File: src/rtl/rd53_fitness_ctrl.sv
// Fitness evaluator: sweeps all 32 rd53 input vectors through a candidate circuit and counts
// output-bit mismatches against the golden weight-based model, LAT cycles later.
module rd53_fitness_ctrl #(
    parameter int unsigned LAT = 1
) (
    input  logic       clk,
    input  logic       rst_n,
    input  logic       start,
    input  logic       abort,
    output logic [4:0] cand_pi,
    output logic       cand_valid,
    input  logic [2:0] cand_po,
    output logic       busy,
    output logic       done,
    output logic [6:0] fitness,
    output logic       perfect
);

    typedef enum logic [1:0] {StIdle, StRun, StDrain, StDone} state_e;

    state_e     state_q, state_d;
    logic [4:0] cnt_q, cnt_d;
    logic [2:0] drain_q, drain_d;
    logic [6:0] acc_q, acc_d;
    logic [6:0] fitness_q, fitness_d;
    logic       perfect_q, perfect_d;
    logic       done_q, done_d;
    logic       cand_valid_q, cand_valid_d;
    logic       busy_q, busy_d;

    logic       flush;
    logic       dly_vld;
    logic [2:0] dly_gold;
    logic [2:0] err_bits;
    logic [6:0] err_cnt;

    // po0 = (w >= 4), po1 = w[1], po2 = w[0], where w is the vector weight
    function automatic logic [2:0] golden(input logic [4:0] v);
        logic [2:0] w;
        w = 3'(v[0]) + 3'(v[1]) + 3'(v[2]) + 3'(v[3]) + 3'(v[4]);
        return {w[0], w[1], (w >= 3'd4)};
    endfunction

    assign flush = abort && (state_q == StRun || state_q == StDrain);

    generate
        if (LAT == 0) begin : g_no_pipe
            assign dly_vld  = cand_valid_q;
            assign dly_gold = golden(cnt_q);
        end else begin : g_pipe
            logic [LAT-1:0]      pvld_q, pvld_d;
            logic [LAT-1:0][2:0] pgold_q, pgold_d;

            always_comb begin
                pvld_d     = '0;
                pgold_d    = '0;
                pvld_d[0]  = cand_valid_q && !flush;
                pgold_d[0] = golden(cnt_q);
                for (int i = 1; i < int'(LAT); i++) begin
                    pvld_d[i]  = pvld_q[i-1] && !flush;
                    pgold_d[i] = pgold_q[i-1];
                end
            end

            always_ff @(posedge clk or negedge rst_n) begin
                if (!rst_n) begin
                    pvld_q  <= '0;
                    pgold_q <= '0;
                end else begin
                    pvld_q  <= pvld_d;
                    pgold_q <= pgold_d;
                end
            end

            assign dly_vld  = pvld_q[LAT-1];
            assign dly_gold = pgold_q[LAT-1];
        end
    endgenerate

    assign err_bits = cand_po ^ dly_gold;
    assign err_cnt  = 7'(err_bits[0]) + 7'(err_bits[1]) + 7'(err_bits[2]);

    always_comb begin
        state_d   = state_q;
        cnt_d     = cnt_q;
        drain_d   = drain_q;
        acc_d     = acc_q;
        done_d    = 1'b0;
        fitness_d = fitness_q;
        perfect_d = perfect_q;

        if (dly_vld && !flush) begin
            acc_d = acc_q + err_cnt;
        end

        unique case (state_q)
            StIdle: begin
                if (start) begin
                    state_d = StRun;
                    cnt_d   = '0;
                    acc_d   = '0;
                end
            end
            StRun: begin
                if (abort) begin
                    state_d = StIdle;
                    cnt_d   = '0;
                end else if (cnt_q == 5'd31) begin
                    cnt_d = '0;
                    if (LAT > 0) begin
                        state_d = StDrain;
                        drain_d = 3'(LAT - 1);
                    end else begin
                        state_d = StDone;
                    end
                end else begin
                    cnt_d = cnt_q + 5'd1;
                end
            end
            StDrain: begin
                if (abort) begin
                    state_d = StIdle;
                end else if (drain_q == 3'd0) begin
                    state_d = StDone;
                end else begin
                    drain_d = drain_q - 3'd1;
                end
            end
            StDone: begin
                state_d   = StIdle;
                done_d    = 1'b1;
                fitness_d = acc_q;
                perfect_d = (acc_q == 7'd0);
            end
            default: state_d = StIdle;
        endcase

        cand_valid_d = (state_d == StRun);
        busy_d       = (state_d == StRun) || (state_d == StDrain);
    end

    always_ff @(posedge clk or negedge rst_n) begin
        if (!rst_n) begin
            state_q      <= StIdle;
            cnt_q        <= '0;
            drain_q      <= '0;
            acc_q        <= '0;
            fitness_q    <= '0;
            perfect_q    <= 1'b0;
            done_q       <= 1'b0;
            cand_valid_q <= 1'b0;
            busy_q       <= 1'b0;
        end else begin
            state_q      <= state_d;
            cnt_q        <= cnt_d;
            drain_q      <= drain_d;
            acc_q        <= acc_d;
            fitness_q    <= fitness_d;
            perfect_q    <= perfect_d;
            done_q       <= done_d;
            cand_valid_q <= cand_valid_d;
            busy_q       <= busy_d;
        end
    end

    // cnt_q is held at zero outside RUN, so it doubles as the vector bus
    assign cand_pi    = cnt_q;
    assign cand_valid = cand_valid_q;
    assign busy       = busy_q;
    assign done       = done_q;
    assign fitness    = fitness_q;
    assign perfect    = perfect_q;

endmodule
File: config.mk
export PLATFORM = sky130hd
export DESIGN_NAME = rd53_fitness_ctrl
export DESIGN_NICKNAME = d
export VERILOG_FILES = /design/src/rtl/rd53_fitness_ctrl.sv
export SDC_FILE = /design/constraint.sdc
export NUM_CORES = 1
export LEC_CHECK = 0
export CAP_MARGIN = 30
export CORE_ASPECT_RATIO = 0.5
export CORE_MARGIN = 3
export CORE_UTILIZATION = 40
export DETAILED_ROUTE_END_ITERATION = 10
export GPL_ROUTABILITY_DRIVEN = 0
export PLACE_DENSITY = 0.73
export SYNTH_ARGS = -nofsm -noshare
export SYNTH_HDL_FRONTEND = slang
export SYNTH_SLANG_ARGS = --single-unit
File: constraint.sdc
create_clock -name clk -period 3 [get_ports clk]
set_input_delay 0.6 -clock clk [delete_from_list [all_inputs] [get_ports clk]]
set_output_delay 0.6 -clock clk [all_outputs]
set_load 0.03 [all_outputs]
==> key figures <==
Run status
  • Status: finished clean

Cells and area
  • Flip-flop and latch area: 801 um^2
  • Most frequent cells in the layout: dfrtp_1, clkdlybuf4s50_1, inv_1, ha_1
  • N_diodes: 0
  • Most common cell after layout, fill and taps aside: dfrtp_1
  • Final Net Count: 201
  • Fill cells: 329
  • Non-filler cells in the finished layout: 230
  • Layout cells sized above 1: 10.6%
  • Area Overhead vs Synth: 23.7%
  • Area of the multi-input gates: 793 um^2

Critical path
  • Crit path launch type: primary input
  • Crit Path Class: primary input to flop
  • Crit path max-delay family: adder cells
  • CP max stage cell: or4_1
  • Most common cell on crit path: fa_1
  • Max Fanout on Critical Path: 4
  • Critical path capture point type: flop
  • Reg2Reg Setup Slack: 0.67 ns
  • Crit-path cells: clkdlybuf4s50_1 -> xnor2_1 -> fa_1 -> inv_1 -> ha_1 -> fa_1 -> nand3_1 -> or4_1 -> a21oi_1
  • R2r endpoint: acc_q[6]$_DFF_PN0_
  • Worst path buffer plus inverter count: 2
  • R2R cell count: 8
  • Launching point of the worst reg2reg path: dly_gold[0]$_DFF_PN0_
  • Worst EP required: 3.21 ns
  • Worst EP arrival: 2.91 ns
  • Largest stage delay, worst path: 0.49 ns

Timing
  • Final setup violation count: 0
  • Clk_skew: 0.00592 ns
  • Rel. slew slack: 67.8%
  • Final setup TNS: 0 ns
  • RSZ-0062 raised after global routing: false
  • Hold Fails Final Rpt: 0
  • Period minus WS final: 2.70 ns
  • Worst Max-Slew Pin Slew: 0.479 ns
  • Tcrit/Tclk final: 89.9%
  • Fmax: 0.371 GHz
  • Slew Viols, Final: 0

Floorplan
  • IO Pins: 23
  • CORE AREA: 3730 um^2
  • Site Rows: 15
  • Full die area: 5070 um^2
  • Initial Util: 45.1%
  • Width of the die: 97.8 um
  • Die outline height: 51.9 um

Worst hold path
  • Hold Crit Start: fitness[4]$_DFFE_PN0P_
  • Hold Path End: fitness[4]$_DFFE_PN0P_
  • Worst hold path type: flop to flop
  • Hold Path Cell Cnt: 1

Detailed routing
  • Wire length per cell: 12.5 um
  • Routed wire length: 2870 um
  • Detail Route Antenna Nets: 0
  • Iteration-0 DRC Markers: 32
  • # DRC: 0
  • DR vias: 1188
  • DR vias/cell: 5.17
  • Total iterations of the first detailed-routing run: 4

Clock tree
  • Clk sink count: 32
  • Clk slew on worst S/H paths: 0.06 ns
  • CTS tree: done
  • Postcts setup bufs: 0
  • Hold-fix buffer count after cts: 0
  • Clock buffer depth: 2
  • TritonCTS buffer count: 5
  • Root buffer cell: clkbuf_8
  • Gates resized, CTS repair: 0
  • Clock latency on the worst-skew pair: 0.28 ns
  • Htree depth: 2

Yosys
  • Register bit count reported by yosys: 32
  • Unique masters post-synth: 36
  • Mapped Area: 1680 um^2
  • Syn Area/Cell: 11.2 um^2
  • Post-Syn Nets: 174
  • Yosys synthesis warning count: 0
  • Sequential area share after synthesis: 47.5%
  • Top cells by area, synth: dfrtp_1, ha_1, mux2_2, fa_1, inv_1
  • Synthesized instance count: 151
  • Cell accounting for the most synthesized area: dfrtp_1
  • Post-synth top area share: 47.5%

Global routing
  • Vias in the first global route: 1185
  • Overflow after GRT: 0
  • First-pass GRT wire length: 5330 um
  • Antenna violations before repair: 0
  • Total global-route track usage: 13.4%
  • Pin count of the biggest net entering global routing: 33

Power and ir drop
  • Seq pwr share: 36.9%
  • Max VDD drop: 0.000332 V
  • Static Leak: 0.000968 uW
  • Overall Power: 1490 uW
  • Combinational group share of total power: 33.1%
  • P per Cell Area: 715 nW/um^2
  • Net Sw Frac: 33.5%
  • Clk pwr share: 30.0%
  • Sw power: 499 uW
  • Internal: 990 uW

Placed design
  • Port buffer count: 22
  • Dpl cells: 222
  • Final HPWL DP: 2170 um

Run
  • Max Cap Viol: 0
synthesized netlist by cell type:
cell	number
or3_1	1
o21ai_1	2
nand3_1	5
a21boi_0	2
xnor2_1	2
o21bai_2	1
mux2i_1	3
nor2b_1	3
mux2_2	9
and3b_1	1
clkbuf_1	2
dfrtp_1	32
and3_1	2
o31ai_1	3
o221ai_1	1
o32a_1	1
or4_1	3
or3b_1	2
a22o_1	4
fa_1	4
a21o_1	1
nand2b_1	2
a21bo_1	1
buf_6	1
o21ai_0	5
ha_1	12
nor3_1	2
and2_1	1
xor2_1	1
nor2_1	4
a22oi_1	2
a21oi_1	9
inv_1	19
nor4_1	1
nand2_1	6
o22ai_1	1
final cells by class:
cell class,instances,share of cell area [%]
Inverter,19,3.42
Multi-Input combinational cell,97,38.1
Tap cell,51,3.06
Sequential cell,32,38.4
Clock buffer,7,4.62
Clock inverter,1,1.44
Timing Repair Buffer,23,10.9
registers in the layout, indices dropped and copies added, names as in the netlist:
register,flops
fitness,7
dly_gold,3
acc_q,7
state_q,2
cand_valid,1
cand_pi,5
drain_q,3
perfect,1
busy,1
dly_vld,1
done,1
metal layers:
metal	GRT usage, %	vias up	part of all wire (%)
li1	-	586	-
met1	16.3	574	47
met2	22.3	20	47
met3	4.02	8	4.1
met4	6.21	0	2.0
met5	0	-	0
per-stage QoR:
step / hold slack [ns] / worst slack (ns) / utilization [%] / instance area [um^2]
after floorplan: 0.304 / 0.585 / - / 1680
after global placement: 0.490 / 0.0881 / 52.4 / 1960
after detailed placement: 0.494 / 0.0162 / 52.4 / 1960
after CTS: 0.509 / 0.303 / 55.8 / 2080
after global routing: 0.517 / 0.143 / 55.8 / 2080
final: 0.507 / 0.304 / 55.8 / 2080
worst max path at each step:
stage	startpoint	end	slack [ns]	cells past startpoint
final	cand_po[0]	acc_q[6]$_DFF_PN0_	0.30	9
after global routing	cand_po[0]	acc_q[6]$_DFF_PN0_	0.14	9
after CTS	cand_po[0]	acc_q[6]$_DFF_PN0_	0.30	9
after detailed placement	cand_po[0]	acc_q[6]$_DFF_PN0_	0.02	9
after global placement	cand_po[0]	acc_q[6]$_DFF_PN0_	0.09	9
after floorplan	cand_po[0]	acc_q[6]$_DFF_PN0_	0.59	8
worst reg2reg max path, cell delays in order (launching register included):
cell and delay, ns:
dfrtp_1 0.38, xnor2_1 0.21, fa_1 0.44, inv_1 0.06, ha_1 0.17, fa_1 0.22
nand3_1 0.14, or4_1 0.49, a21oi_1 0.15
power groups by stage:
stage	Sequential [uW]	Combinational [uW]	Clock [uW]
2_1_floorplan	598	310	0
5_1_grt	557	558	483
3_5_place_dp	555	495	0
6_report	549	493	447
4_1_cts	549	499	461
3_3_place_gp	555	479	0
logic make-up (layout without fill, tap and decap cells):
kind of cell	Yosys count	count (layout)	synth area share [%]
xor gates and xnor gates	3	3	1.56
buffers and inverters	22	50	5.35
muxes	12	12	7.80
AOI/OAI and AO/OA	33	33	13.1
and+or+nand+nor	33	33	10.9
adders and majority gates	16	16	13.7
DFF	32	32	47.5
No activity file was read; power rests on OpenSTA's default activity.
